`src/rtl/bk_pkg.sv`:
```
// Shared types and elaboration helpers for the Brent-Kung adder pipeline.
//   gp_t        : per-bit generate/propagate pair
//   op_e        : operation select (OP_ADD = A+B+cin, OP_SUB = A-B)
//   bk_levels   : number of prefix-tree levels, log2(w)
//   bk_width_ok : legal operand width (power of two, 4..128)
package bk_pkg;

  typedef struct packed {
    logic g;
    logic p;
  } gp_t;

  typedef enum logic {
    OP_ADD = 1'b0,
    OP_SUB = 1'b1
  } op_e;

  function automatic int unsigned bk_levels(input int unsigned w);
    int unsigned l;
    l = 0;
    for (int unsigned i = 0; i < 8; i++) begin
      if ((32'd1 << i) < w) l = i + 1;
    end
    return l;
  endfunction

  function automatic bit bk_width_ok(input int unsigned w);
    return (w >= 4) && (w <= 128) && ((w & (w - 1)) == 0);
  endfunction

endpackage

```
`src/rtl/bk_prefix_tree.sv`:
```
// Combinational Brent-Kung carry network.
//   g_i/p_i/c0_i     : bitwise generate/propagate and carry-in (up-sweep inputs)
//   up_g_o/up_p_o    : group g/p after the up-sweep (cut point for an optional register)
//   dn_g_i/dn_p_i    : up-sweep vector fed back in when SPLIT=1 (ignored when SPLIT=0)
//   c_o[WIDTH:1]     : carry into bit i (c_o[WIDTH] is the carry-out)
module bk_prefix_tree
  import bk_pkg::*;
#(
  parameter int unsigned WIDTH = 32,
  parameter bit          SPLIT = 1'b1
) (
  input  logic [WIDTH-1:0] g_i,
  input  logic [WIDTH-1:0] p_i,
  input  logic             c0_i,
  output logic [WIDTH-1:0] up_g_o,
  output logic [WIDTH-1:0] up_p_o,
  input  logic [WIDTH-1:0] dn_g_i,
  input  logic [WIDTH-1:0] dn_p_i,
  output logic [WIDTH:1]   c_o
);

  localparam int unsigned LEVELS = bk_levels(WIDTH);

  // Up-sweep. c0 is folded into bit 0 so every group G[i:0] is directly carry c[i+1].
  for (genvar l = 0; l <= LEVELS; l++) begin : g_up
    logic [WIDTH-1:0] g;
    logic [WIDTH-1:0] p;
    if (l == 0) begin : g_base
      assign g = {g_i[WIDTH-1:1], g_i[0] | (p_i[0] & c0_i)};
      assign p = p_i;
    end else begin : g_lvl
      localparam int unsigned D = 1 << (l - 1);
      for (genvar i = 0; i < WIDTH; i++) begin : g_bit
        if (((i + 1) % (2 * D)) == 0) begin : g_op
          assign g[i] = g_up[l-1].g[i] | (g_up[l-1].p[i] & g_up[l-1].g[i-D]);
          assign p[i] = g_up[l-1].p[i] & g_up[l-1].p[i-D];
        end else begin : g_pass
          assign g[i] = g_up[l-1].g[i];
          assign p[i] = g_up[l-1].p[i];
        end
      end
    end
  end

  assign up_g_o = g_up[LEVELS].g;
  assign up_p_o = g_up[LEVELS].p;

  // Down-sweep source: registered copy across the cut, or the live up-sweep.
  logic [WIDTH-1:0] dg0;
  logic [WIDTH-1:0] dp;
  if (SPLIT) begin : g_split
    assign dg0 = dn_g_i;
    assign dp  = dn_p_i;
  end else begin : g_comb
    logic unused_dn;
    assign unused_dn = ^{dn_g_i, dn_p_i};
    assign dg0 = up_g_o;
    assign dp  = up_p_o;
  end

  // Each position is updated at most once in the down-sweep, so group P never changes.
  logic unused_dp;
  assign unused_dp = ^dp;

  for (genvar k = 0; k < LEVELS; k++) begin : g_dn
    logic [WIDTH-1:0] g;
    if (k == 0) begin : g_base
      assign g = dg0;
    end else begin : g_lvl
      localparam int unsigned D = 1 << (LEVELS - 1 - k);
      for (genvar j = 0; j < WIDTH; j++) begin : g_bit
        if ((((j + 1) % (2 * D)) == D) && ((j + 1) > (2 * D))) begin : g_op
          assign g[j] = g_dn[k-1].g[j] | (dp[j] & g_dn[k-1].g[j-D]);
        end else begin : g_pass
          assign g[j] = g_dn[k-1].g[j];
        end
      end
    end
  end

  assign c_o = g_dn[LEVELS-1].g;

endmodule

```
`src/rtl/bk_adder_pipe.sv`:
```
// Pipelined Brent-Kung adder/subtractor with valid/ready on both sides.
//   clk, rst              : clock, synchronous active-high reset
//   in_valid/in_ready     : operand handshake (a, b, cin, sub)
//   out_valid/out_ready   : result handshake (sum, cout, ovf, zero)
//   sub=1 computes a + ~b + 1 (cin ignored); cout=1 means no borrow.
// Latency 2+MID_REG cycles, one beat per cycle, capacity 2+MID_REG beats.
module bk_adder_pipe
  import bk_pkg::*;
#(
  parameter int unsigned WIDTH   = 32,
  parameter bit          MID_REG = 1'b1
) (
  input  logic             clk,
  input  logic             rst,
  input  logic             in_valid,
  output logic             in_ready,
  input  logic [WIDTH-1:0] a,
  input  logic [WIDTH-1:0] b,
  input  logic             cin,
  input  logic             sub,
  output logic             out_valid,
  input  logic             out_ready,
  output logic [WIDTH-1:0] sum,
  output logic             cout,
  output logic             ovf,
  output logic             zero
);

  if (!bk_width_ok(WIDTH)) begin : g_bad_width
    $error("bk_adder_pipe: WIDTH must be a power of two in 4..128");
  end

  // Operand conditioning for S0.
  op_e              op_c;
  logic [WIDTH-1:0] bp_c;
  assign op_c = op_e'(sub);
  assign bp_c = (op_c == OP_SUB) ? ~b : b;

  // Handshake chain: each stage loads when empty or when its contents move on.
  logic out_free_c;
  logic s1_ready_c;
  logic acc_c;
  logic vo_q;
  logic v0_q, v0_d;
  assign out_free_c = !vo_q || out_ready;
  assign in_ready   = !v0_q || s1_ready_c;
  assign acc_c      = in_valid && in_ready;

  // S0: bitwise g/p, carry-in and A sign (B' sign is recovered as p^a).
  logic [WIDTH-1:0] g0_q, g0_d, p0_q, p0_d;
  logic             c0_q, c0_d, am0_q, am0_d;

  always_comb begin
    v0_d  = v0_q;
    g0_d  = g0_q;
    p0_d  = p0_q;
    c0_d  = c0_q;
    am0_d = am0_q;
    if (in_ready) v0_d = in_valid;
    if (acc_c) begin
      g0_d  = a & bp_c;
      p0_d  = a ^ bp_c;
      c0_d  = (op_c == OP_SUB) ? 1'b1 : cin;
      am0_d = a[WIDTH-1];
    end
  end

  always_ff @(posedge clk) begin
    if (rst) v0_q <= 1'b0;
    else     v0_q <= v0_d;
  end

  always_ff @(posedge clk) begin
    g0_q  <= g0_d;
    p0_q  <= p0_d;
    c0_q  <= c0_d;
    am0_q <= am0_d;
  end

  // Prefix tree; the up-sweep/down-sweep cut is registered only when MID_REG=1.
  logic [WIDTH-1:0] up_g_c, up_p_c, dn_g_c, dn_p_c;
  logic [WIDTH:1]   carry_c;

  bk_prefix_tree #(
    .WIDTH (WIDTH),
    .SPLIT (MID_REG)
  ) u_tree (
    .g_i    (g0_q),
    .p_i    (p0_q),
    .c0_i   (c0_q),
    .up_g_o (up_g_c),
    .up_p_o (up_p_c),
    .dn_g_i (dn_g_c),
    .dn_p_i (dn_p_c),
    .c_o    (carry_c)
  );

  // Inputs to the final stage, from S1 or straight from S0.
  logic             s2_v_c, s2_c0_c, s2_am_c;
  logic [WIDTH-1:0] s2_p_c;

  if (MID_REG) begin : g_mid
    logic             v1_q, v1_d;
    logic [WIDTH-1:0] ug1_q, ug1_d, up1_q, up1_d, p1_q, p1_d;
    logic             c01_q, c01_d, am1_q, am1_d;

    assign s1_ready_c = !v1_q || out_free_c;

    always_comb begin
      v1_d  = v1_q;
      ug1_d = ug1_q;
      up1_d = up1_q;
      p1_d  = p1_q;
      c01_d = c01_q;
      am1_d = am1_q;
      if (s1_ready_c) begin
        v1_d = v0_q;
        if (v0_q) begin
          ug1_d = up_g_c;
          up1_d = up_p_c;
          p1_d  = p0_q;
          c01_d = c0_q;
          am1_d = am0_q;
        end
      end
    end

    always_ff @(posedge clk) begin
      if (rst) v1_q <= 1'b0;
      else     v1_q <= v1_d;
    end

    always_ff @(posedge clk) begin
      ug1_q <= ug1_d;
      up1_q <= up1_d;
      p1_q  <= p1_d;
      c01_q <= c01_d;
      am1_q <= am1_d;
    end

    assign dn_g_c  = ug1_q;
    assign dn_p_c  = up1_q;
    assign s2_v_c  = v1_q;
    assign s2_p_c  = p1_q;
    assign s2_c0_c = c01_q;
    assign s2_am_c = am1_q;
  end else begin : g_nomid
    logic unused_up;
    assign unused_up  = ^{up_g_c, up_p_c};
    assign s1_ready_c = out_free_c;
    assign dn_g_c     = '0;
    assign dn_p_c     = '0;
    assign s2_v_c     = v0_q;
    assign s2_p_c     = p0_q;
    assign s2_c0_c    = c0_q;
    assign s2_am_c    = am0_q;
  end

  // Final stage: sum and flags.
  logic [WIDTH-1:0] sum_c;
  logic             ovf_c;
  assign sum_c = s2_p_c ^ {carry_c[WIDTH-1:1], s2_c0_c};
  // Same-sign operands (A and B' = p^A) producing a different-sign result.
  assign ovf_c = (s2_am_c == (s2_p_c[WIDTH-1] ^ s2_am_c)) && (sum_c[WIDTH-1] != s2_am_c);

  logic             vo_d;
  logic [WIDTH-1:0] sum_q, sum_d;
  logic             cout_q, cout_d, ovf_q, ovf_d, zero_q, zero_d;

  always_comb begin
    vo_d   = vo_q;
    sum_d  = sum_q;
    cout_d = cout_q;
    ovf_d  = ovf_q;
    zero_d = zero_q;
    if (out_free_c) begin
      vo_d = s2_v_c;
      if (s2_v_c) begin
        sum_d  = sum_c;
        cout_d = carry_c[WIDTH];
        ovf_d  = ovf_c;
        zero_d = ~|sum_c;
      end
    end
  end

  always_ff @(posedge clk) begin
    if (rst) begin
      vo_q   <= 1'b0;
      sum_q  <= '0;
      cout_q <= 1'b0;
      ovf_q  <= 1'b0;
      zero_q <= 1'b0;
    end else begin
      vo_q   <= vo_d;
      sum_q  <= sum_d;
      cout_q <= cout_d;
      ovf_q  <= ovf_d;
      zero_q <= zero_d;
    end
  end

  assign out_valid = vo_q;
  assign sum       = sum_q;
  assign cout      = cout_q;
  assign ovf       = ovf_q;
  assign zero      = zero_q;

endmodule

```
`config.mk`:
```
export PLATFORM = sky130hd
export DESIGN_NAME = bk_adder_pipe
export DESIGN_NICKNAME = d
export VERILOG_FILES = /design/src/rtl/bk_pkg.sv /design/src/rtl/bk_prefix_tree.sv /design/src/rtl/bk_adder_pipe.sv
export SDC_FILE = /design/constraint.sdc
export NUM_CORES = 1
export LEC_CHECK = 0
export CORE_UTILIZATION = 55
export DETAILED_ROUTE_END_ITERATION = 12
export HOLD_SLACK_MARGIN = 0.08
export PLACE_DENSITY = 0.79
export SLEW_MARGIN = 20
export SYNTH_ARGS = -nofsm -noshare
export SYNTH_HDL_FRONTEND = slang
export SYNTH_HIERARCHICAL = 1
export SYNTH_SLANG_ARGS = --single-unit
```
`constraint.sdc`:
```
create_clock -name clk -period 10.9 [get_ports clk]
set_input_delay 1.635 -clock clk [delete_from_list [all_inputs] [get_ports clk]]
set_output_delay 1.635 -clock clk [all_outputs]
set_load 0.02 [all_outputs]
```
# == Yosys cells after proc, flatten, opt, wreduce, memory -nomap -nowiden ==
# Cells that the tools add are included.
# word_totals
ff_bits,201
latchBits,0
ramBits,0
rom_bits,0
in_bits,70
word_cells,182
n_memories,0
# op_classes
addsub,0
multipliers,0
n_div,0
n_lt_le_gt_ge,0
eq_ne,2
n_shift,0
muxes,1
bitwise,151
n_reduce_logical,12
# op_table
operator,n
$and 1x1->1,88
$xor 32x32->32,2
$or 1x1->1,58
$and 32x32->32,1
$mux 32,1
$not 32->32,1
$reduce_or 32->1,1
$logic_not 1->1,4
$reduce_and 2->1,2
$logic_or 1x1->1,3
$logic_and 1x1->1,2
$eq 1x1->1,1
$ne 1x1->1,1
$xor 1x1->1,1

# == Longest topological paths before layout ==
# Gate-level depths: netlist (run 1).
# depth
ltp_word,12
mapped_depth,8

# == Cells and area by module ==
# The synthesis (run 1) kept the hierarchy.
# by_module_without_submodules
module,instances,cells_each,area_per_inst_um2
bk_adder_pipe,1,412,7353.3
bk_prefix_tree,1,136,932.1

# == Worst setup path before layout (run 1) ==
# No wires, ideal clock.
# synth_timing
path_type,input to register
startpoint,in out_ready
endpoint,"reg g_mid.ug1_q[0], in the netlist dn_g_c[0], enable pin"
arrival_ps,8791
path_slack_ps,1405
path_stages,2
n_path_buf,0
path_cell_list,nor2b_4 a21boi_0
# synth_via
elab_chain_cells,3
# synth_rtl
item,line,rtl
from (decl),bk_adder_pipe.sv:22,"input logic out_ready,"
$logic_or 1x1->1,bk_adder_pipe.sv:45,assign out_free_c = !vo_q || out_ready;
$logic_or 1x1->1,bk_adder_pipe.sv:107,assign s1_ready_c = !v1_q || out_free_c;
$reduce_and 2->1 (no line),--,
to (signal assigned),bk_adder_pipe.sv:134,ug1_q <= ug1_d;
to (decl),bk_adder_pipe.sv:104,"logic [WIDTH-1:0] ug1_q, ug1_d, up1_q, up1_d, p1_q, p1_d;"
# Every way passes these cells.
# A chain may end at the register's enable or synchronous reset.

# == Worst setup path in the final report (run 1) ==
# layout_timing
startpoint,in out_ready
endpoint,out in_ready
# layout_via
elab_chain_cells,3
# layout_rtl
item,line,rtl
$logic_or 1x1->1,bk_adder_pipe.sv:45,
$logic_or 1x1->1,bk_adder_pipe.sv:107,
$logic_or 1x1->1,bk_adder_pipe.sv:46,assign in_ready = !v0_q || s1_ready_c;
to (decl),bk_adder_pipe.sv:16,"output logic in_ready,"
# Every way passes these cells.

==> results of run 1 <==
-- worst min-delay path by stage --
| stage | slack [ns] | end | from | cells after the start |
|---|---|---|---|---|
| 6_report | 0.43 | g_mid.am1_q | am0_q | 0 |
| 5_1_grt | 0.44 | g_mid.am1_q | am0_q | 0 |
| 4_1_cts | 0.44 | g_mid.am1_q | am0_q | 0 |
| 3_5_place_dp | 0.43 | g_mid.am1_q | am0_q | 0 |
| 3_3_place_gp | 0.41 | g_mid.am1_q | am0_q | 0 |
| 2_1_floorplan | 0.40 | g_mid.am1_q | am0_q | 0 |
-- where the power goes --
part           total, mW  switching [mW]  internal [mW]  leakage, nW
Clock              0.618           0.273          0.345        0.290
Sequential         0.917          0.0339          0.884         1.80
Combinational      0.160          0.0806         0.0795         1.34
Total               1.70           0.388           1.31         3.43
-- metal layers --
layer  part of all wire (%)  wire length, um  GRT usage, %  vias to the layer above
li1                       -                -             -                     2109
met1                     41             5280          21.2                     2036
met2                     53             6790          31.9                      106
met3                    3.9              498          4.80                       20
met4                    2.0              255          8.28                        0
met5                      0                0             0                        -
-- state kept, by name (all words and copies together) (netlist names), 26 cells and up --
register and cells:
p0_q 32, g_mid.p1_q 32, dn_g_c 32, dn_p_c 26
sum 32, g0_q 32
-- worst register-to-register path, stage by stage (launching register included) --
cell,delay [ns]
edfxtp_1,0.51
a21o_1,0.26
a21o_1,0.24
a21o_1,0.22
a21o_1,0.23
xnor2_1,0.23
nand4_1,0.23
nor4_1,0.34
a41o_1,0.19
-- cell type report --
class,instances,area share (%)
clock inverter,15,1.75
sequential,196,57.1
clock buffer,17,4.41
multi-input combinational,282,22.9
inverter,4,0.156
timing repair buffer,110,11.3
tap,180,2.34
-- cell usage in the layout, fill, tap and decap left out, types with 2 or more instances in the layout --
| cell | count |
|---|---|
| clkbuf_16 | 17 |
| a211oi_1 | 23 |
| nor2b_4 | 2 |
| a21oi_1 | 8 |
| nand2b_1 | 2 |
| xor2_1 | 33 |
| inv_1 | 4 |
| and2_1 | 6 |
| a21o_1 | 38 |
| o21a_1 | 2 |
| nor2_1 | 42 |
| a31o_2 | 2 |
| bufinv_16 | 2 |
| ha_1 | 32 |
| nand4_1 | 9 |
| nand3_1 | 5 |
| buf_4 | 3 |
| xnor2_1 | 32 |
| nand2_1 | 5 |
| clkdlybuf4s50_1 | 105 |
| nor3_1 | 4 |
| o21ai_0 | 4 |
| dfxtp_1 | 38 |
| inv_6 | 8 |
| a211oi_2 | 10 |
| edfxtp_1 | 158 |
| a211o_1 | 2 |
| clkinv_4 | 3 |
-- per-stage QoR --
stage | setup slack [ns] | utilization [%] | instances
4_1_cts | 6.19 | 68.4 | 804
6_report | 6.20 | 68.4 | 804
5_1_grt | 6.15 | 68.4 | 804
3_5_place_dp | 6.19 | 64.2 | 772
3_3_place_gp | 6.23 | 64.2 | 772
2_1_floorplan | 1.86 | - | 533
==> flow_summary_export.csv, run 1 <==
group,metric,value,unit
cts,cts.path.max_buffers,2,
placed_design,hpwl,8950,um
route,ant_nets,0,
route,drt_iter0_markers,296,
timing,fin_crit_sh,43.1,%
worst_setup_path,reg2reg_to,"zero",
worst_setup_path,crit_buf_inv,2,
status,status,"complete, no violations",
timing,finalClockSkew,0.00621,ns
worst_setup_path,r2r-start,"dn_g_c[15]",
worst_setup_path,crit_family,"buffers and inverters",
floorplan,die_h,123,um
synth,postSynthAreaPerCell,15.1,um2
grt,grt_util_all_layers,18.3,%
cts,ctsHoldBuffers,0,
final_layout,multiInputGateArea,2210,um2
timing,slew_headroom,38.4,%
power,total_power,1.70,mW
timing,fin_tns_setup,0,ns
worst_setup_path,startpoint,"out_ready",
synth,synth_warnings,6,
worst_setup_path,crit_path_max_fanout,7,
floorplan,core-area,14100,um2
worst_setup_path,slowest_stage,"clkdlybuf4s50_1",
worst_setup_path,worstSetupStartpointType,"input port",
worst_setup_path,cpPeakStageDelay,0.56,ns
grt,antenna_found_initial,0,
cts,cts_made_buffers,17,
final_layout,num-fill-cells,974,
grt,grt_pass1_wl,20200,um
cts,cts_resized,0,
final_layout,fin_nets,713,
synth,netlist_area,8060,um2
timing,whs,0.434,ns
final_layout,seq_area,5510,um2
final_layout,drive_above_1_share,9.29,%
route,wl_per_cell,16.0,um
timing,finalMaxSlewViolations,0,
final_layout,area_growth,19.6,%
route,detail_route.first_pass.iterations,4,
worst_setup_path,critPathCaptureType,"primary output",
final_layout,final_area,9640,um2
route,via_per_inst,5.31,
worst_setup_path,cp_num_cells,4,
timing,tightest_slew,0.925,ns
timing,finalHoldViolCount,0,
cts,numClockSinks,196,
power,peakVddDrop,0.114,mV
worst_setup_path,r2r_setup_slack,8.42,ns
cts,cts_root_buffer,"clkbuf_16",
floorplan,core.rowCount,43,
placed_design,port_buffers,106,
cts,htree_levels,4,
worst_setup_path,cp_data_arrival_time,3.06,ns
grt,grt_pass1_vias,4163,
route,wirelength,12800,um
worst_setup_path,cp.required,9.27,ns
route,num_vias,4271,
placed_design,gp_congestion,0.760,
floorplan,die_x,123,um
timing,rsz0062_at_grt,"no",
power,power.density,176,nW/um2
route,drcViolationCount,0,
synth,synthesis.nets,635,
worst_setup_path,r2r_cells,8,
cts,clk_pin_slew,0.07,ns
synth,synthCells,533,
worst_setup_path,crit_type,"input port to primary output",
power,leakagePower,3.43,nW
grt,grt_overflow,0,
final_layout,antenna_cells,0,
timing,fmax,0.213,GHz
grt,grt_max_degree,93,
worst_setup_path,crit_end,"in_ready",
cts,post_cts_buffers,0,
floorplan,start_util,57.2,%
placed_design,place_area,9040,um2
cts,cts_tree,"yes",
timing,finalSetupViolCount,0,
cts,clock_latency,0.42,ns
floorplan,dieArea,15100,um2
worst_setup_path,crit_top_cell,"clkdlybuf4s50_1",
floorplan,num_io_pins,107,
worst_setup_path,cp_cell_sequence,"clkdlybuf4s50_1 > nor2b_4 > nand3_1 > clkdlybuf4s50_1",
timing,final.min_clock_period,4.70,ns
hold_path,hp-class,"flop to flop",
job,drv_cap,0,
(Power assumes the default switching activity.)
==> run 2, diff against run 1 <==
==> constraint.sdc (replaced) <==
create_clock -name clk -period 4.6 [get_ports clk]
set_input_delay 0.69 -clock clk [delete_from_list [all_inputs] [get_ports clk]]
set_output_delay 0.69 -clock clk [all_outputs]
set_load 0.02 [all_outputs]
==> run 2 against run 1 <==
Sequential power is 140% higher. Non-clock buffer count is 1 higher. Via count is 1.8% higher. Critical path depth unchanged. Cell count rose by 0.12%. Critical path type unchanged. Largest power group unchanged. Highest routed layer unchanged.
==> flow_summary_export.csv, run 2 (synthesis results as in run 1) <==
group,metric,value,unit
timing,final.min_clock_period,2.80,ns
worst_setup_path,crit_family,"buffers and inverters",
final_layout,fin_nets,714,
status,status,"complete, no violations",
job,drv_cap,0,
final_layout,area_growth,20.0,%
worst_setup_path,r2r-start,"dn_g_c[15]",
cts,ctsHoldBuffers,0,
grt,grt_max_degree,48,
floorplan,dieArea,15100,um2
grt,grt_pass1_wl,21400,um
worst_setup_path,reg2reg_to,"zero",
route,num_vias,4347,
floorplan,core.rowCount,43,
grt,grt_util_all_layers,19.4,%
floorplan,start_util,57.2,%
power,power.density,419,nW/um2
grt,grt_overflow,0,
hold_path,hold_depth,0,
timing,rsz0062_at_grt,"no",
power,peakVddDrop,0.278,mV
route,drcViolationCount,0,
worst_setup_path,r2r_setup_slack,2.16,ns
cts,clock_latency,0.43,ns
placed_design,place_area,9050,um2
worst_setup_path,cp.required,3.91,ns
route,wl_per_cell,17.1,um
worst_setup_path,cp_cell_sequence,"clkdlybuf4s50_1 > nor2b_4 > nand3_1 > clkdlybuf4s50_1",
grt,met1_usage,21.0,%
grt,antenna_found_initial,0,
floorplan,die_x,123,um
worst_setup_path,r2r_cells,8,
worst_setup_path,crit_buf_inv,2,
worst_setup_path,crit_type,"input port to primary output",
floorplan,core-area,14100,um2
final_layout,final_common_cell,"edfxtp_1",
worst_setup_path,slowest_stage,"clkdlybuf4s50_1",
placed_design,port_buffers,106,
cts,cts_resized,0,
floorplan,num_io_pins,107,
floorplan,die_h,123,um
final_layout,antenna_cells,0,
timing,finalHoldViolCount,0,
route,detail_route.first_pass.iterations,4,
power,leakagePower,3.45,nW
grt,met2_usage,35.6,%
cts,cts_root_buffer,"clkbuf_16",
cts,numClockSinks,196,
timing,fin_tns_setup,0,ns
final_layout,layout_common_cells,"158 x edfxtp_1, 104 x clkdlybuf4s50_1, 42 x nor2_1",
placed_design,gp_congestion,0.799,
worst_setup_path,crit_path_max_fanout,7,
grt,grt_pass1_vias,4390,
final_layout,drive_above_1_share,9.28,%
final_layout,final_area,9670,um2
route,drt_iter0_markers,295,
placed_design,hpwl,9720,um
cts,clk_pin_slew,0.06,ns
timing,finalClockSkew,0.00987,ns
cts,post_cts_buffers,0,
hold_path,hp-class,"flop to flop",
route,ant_nets,0,
cts,cts_tree,"yes",
timing,tightest_slew,0.953,ns
worst_setup_path,crit_top_cell,"clkdlybuf4s50_1",
timing,fmax,0.357,GHz
cts,cts_made_buffers,17,
cts,cts.path.max_buffers,2,
route,wirelength,13700,um
worst_setup_path,cpPeakStageDelay,0.56,ns
worst_setup_path,cp_data_arrival_time,2.11,ns
grt,use_met3,4.24,%
worst_setup_path,critPathCaptureType,"primary output",
timing,fin_crit_sh,60.9,%
route,via_per_inst,5.40,
timing,slew_headroom,36.4,%
cts,htree_levels,4,
worst_setup_path,worstSetupStartpointType,"input port",
hold_path,hold_start,"am0_q",
timing,finalMaxSlewViolations,0,
grt,grt_busiest_layer,"met2",
hold_path,hold_end,"g_mid.am1_q",
timing,finalSetupViolCount,0,
-- run 2: worst max-delay path by stage --
| stage | from | end | slack (ns) | cells past startpoint |
|---|---|---|---|---|
| CTS | out_ready | in_ready | 1.79 | 4 |
| detailed placement | out_ready | g0_q[7] | 1.70 | 4 |
| global placement | out_ready | g0_q[4] | 1.79 | 4 |
| floorplan | out_ready | dn_g_c[0] | 0.93 | 2 |
| finish | out_ready | in_ready | 1.80 | 4 |
| global route | out_ready | in_ready | 1.74 | 4 |
-- run 2: area by class of cell --
cell class	count	area, um2
clock buffer	21	483
clock inverter	11	121
fill	969	4430
inverter	4	15.0
multi-input combinational	282	2210
sequential	196	5510
tap	180	225
timing repair buffer	111	1110
-- run 2: report_power, final --
group | switching (mW) | internal [mW] | leakage [nW]
Sequential | 0.0817 | 2.09 | 1.80
Combinational | 0.195 | 0.190 | 1.35
Clock | 0.623 | 0.866 | 0.298
-- run 2: worst register-to-register path: cells and delay by family, from the launching register on --
| family | cells | cell delay, ns |
|---|---|---|
| AOI/OAI and AO/OA | 5 | 1.12 |
| and+or+nand+nor | 2 | 0.57 |
| DFF | 1 | 0.47 |
| xor gates and xnor gates | 1 | 0.22 |
-- run 2: per-layer routing --
metal	vias up	share of wire [%]
li1	2104	-
met1	2113	39
met2	101	54
met3	29	3.5
met4	0	2.8
met5	-	0
-- run 2: through the flow --
step	instances	hold WS [ns]	setup WS, ns	util, %	power, mW
floorplan	533	0.400	0.925	-	2.46
detailed placement	772	0.409	1.70	64.2	2.60
global route	805	0.433	1.74	68.6	4.19
finish	805	0.423	1.80	68.6	4.05
CTS	804	0.424	1.79	68.5	4.08
global placement	772	0.412	1.79	64.2	2.58
==> run 3, diff against run 2 <==
==> constraint.sdc (replaced) <==
create_clock -name clk -period 2.75 [get_ports clk]
set_input_delay 0.4125 -clock clk [delete_from_list [all_inputs] [get_ports clk]]
set_output_delay 0.4125 -clock clk [all_outputs]
set_load 0.02 [all_outputs]
==> run 3 against run 2 <==
Register-to-register slack got worse by 1.7 ns. Largest cell class unchanged. Die area unchanged. Combinational power is 68% higher. Critical path depth grew 4. Final area grew 0.74%. First-iteration DRC count is 17% lower. Count of clock-buffer cells in the layout is 2 lower.
==> flow_summary_export.csv, run 3 (synthesis results as in run 1) <==
group,metric,value,unit
final_layout,final_cells,805,
worst_setup_path,r2r_setup_slack,0.45,ns
route,num_vias,4324,
timing,worst_slack,0.448,ns
timing,fmax,0.434,GHz
timing,slew_headroom,36.6,%
worst_setup_path,cp.required,3.12,ns
grt,antenna_found_initial,0,
status,status,"complete, no violations",
route,wirelength,13300,um
route,drcViolationCount,0,
floorplan,die_x,123,um
placed_design,hpwl,9340,um
final_layout,area_growth,20.8,%
cts,ctsHoldBuffers,0,
timing,fin_crit_sh,83.7,%
floorplan,die_h,123,um
timing,finalSetupViolCount,0,
worst_setup_path,crit_top_cell,"a21o_1",
cts,cts_made_buffers,17,
grt,grt_util_all_layers,19.3,%
grt,grt_max_degree,93,
worst_setup_path,crit_path_max_fanout,5,
placed_design,post-place-cells,773,
grt,grt_overflow,0,
job,drv_cap,0,
final_layout,final_area,9740,um2
power,switching_power,1.49,mW
cts,htree_levels,4,
cts,cts.path.max_buffers,2,
route,via_per_inst,5.37,
worst_setup_path,r2r-start,"dn_g_c[15]",
worst_setup_path,reg2reg_to,"zero",
final_layout,layout_common_cells,"158 x edfxtp_1, 104 x clkdlybuf4s50_1, 42 x nor2_1",
hold_path,hp-class,"flop to flop",
route,detail_route.first_pass.iterations,4,
cts,numClockSinks,196,
final_layout,final_common_cell,"edfxtp_1",
grt,grt_pass1_wl,21300,um
timing,rsz0062_at_grt,"no",
timing,final.min_clock_period,2.30,ns
worst_setup_path,critPathCaptureType,"flop",
route,drt_iter0_markers,244,
worst_setup_path,crit_type,"flop to flop",
cts,cts_resized,0,
worst_setup_path,r2r_cells,8,
cts,cts_tree,"yes",
cts,clk_pin_slew,0.06,ns
placed_design,gp_congestion,0.804,
final_layout,antenna_cells,0,
hold_path,hold_end,"g_mid.am1_q",
placed_design,place_area,9080,um2
power,peakVddDrop,0.531,mV
power,leakagePower,3.46,nW
hold_path,hold_depth,0,
power,switching_share,21.4,%
timing,fin_tns_setup,0,ns
floorplan,core.rowCount,43,
route,wl_per_cell,16.5,um
timing,finalMaxSlewViolations,0,
final_layout,fin_nets,714,
placed_design,port_buffers,106,
cts,post_cts_buffers,0,
final_layout,drive_above_1_share,9.28,%
worst_setup_path,slowest_stage,"edfxtp_1",
cts,cts_root_buffer,"clkbuf_16",
power,comb_power_share,9.3,%
grt,grt_pass1_vias,4477,
cts,clock_latency,0.43,ns
power,seqPwrFrac,52.2,%
power,total_power,6.97,mW
final_layout,num-fill-cells,963,
power,p_clk_share,38.6,%
hold_path,hold_start,"am0_q",
timing,tightest_slew,0.951,ns
worst_setup_path,cpPeakStageDelay,0.47,ns
worst_setup_path,cp_data_arrival_time,2.67,ns
floorplan,start_util,57.2,%
power,power.density,716,nW/um2
floorplan,num_io_pins,107,
timing,finalHoldViolCount,0,
worst_setup_path,worstSetupStartpointType,"flop",
placed_design,place_ws,0.450,ns
floorplan,core-area,14100,um2
floorplan,dieArea,15100,um2
power,intPower,5.48,mW
worst_setup_path,cp_cell_sequence,"a21o_1 > a21o_1 > a21o_1 > a21o_1 > xnor2_1 > nand4_1 > nor4_1 > a41o_1",
timing,finalClockSkew,0.00904,ns
route,ant_nets,0,
-- run 3: cell types whose count changed in the layout (fill, tap and decap cells not counted), sizes merged --
| cell | change |
|---|---|
| bufinv | +3 |
| clkbuf | -2 |
| clkinv | -2 |
| clkinvlp | +3 |
| inv | -2 |
-- run 3: per-layer routing --
layer / track usage (%) / vias to the layer above / wire length (um)
met5: 0 / - / 0
met3: 4.47 / 25 / 429
met1: 20.5 / 2097 / 5170
met2: 35.6 / 93 / 7370
met4: 9.64 / 0 / 338
li1: - / 2109 / -
-- run 3: per-stage QoR --
stage          hold slack, ns  util [%]
5_1_grt                 0.426      69.1
3_5_place_dp            0.407      64.4
6_report                0.418      69.1
2_1_floorplan           0.400         -
3_3_place_gp            0.404      64.4
4_1_cts                 0.414      69.1
-- run 3: worst max-delay path by stage --
stage,start,end,slack [ns],cells after the start
after floorplan,out_valid,dn_g_c[0],0.23,2
final,dn_g_c[15],zero,0.45,8
after global routing,dn_g_c[15],zero,0.21,8
after global placement,out_ready,in_ready,0.51,4
after detailed placement,dn_g_c[15],zero,0.45,8
after CTS,dn_g_c[15],zero,0.41,8
-- run 3: area by class of cell --
type | instances | area (um2) | share of cell area [%]
clock inverters | 13 | 205 | 2.11
well taps | 180 | 225 | 2.31
flip-flops and latches | 196 | 5510 | 56.5
multi-input cells | 282 | 2210 | 22.7
repair buffers | 111 | 1130 | 11.6
clock buffers | 19 | 453 | 4.65
inverters | 4 | 15.0 | 0.154
-- run 3: worst max-delay path: cells and delay by family (launching register included) --
family / cells / cell delay [ns]
AO/OA/AOI/OAI: 5 / 1.08
XOR/XNOR: 1 / 0.20
flip-flops: 1 / 0.47
AND/OR/NAND/NOR: 2 / 0.48
-- run 3: power groups by stage --
stage               clock network (mW)  logic [mW]  registers (mW)
finish                            2.69       0.646            3.64
CTS                               2.72       0.655            3.64
global route                      2.84       0.715            3.66
floorplan                            0       0.423            3.69
detailed placement                   0       0.647            3.70
global placement                     0       0.626            3.68
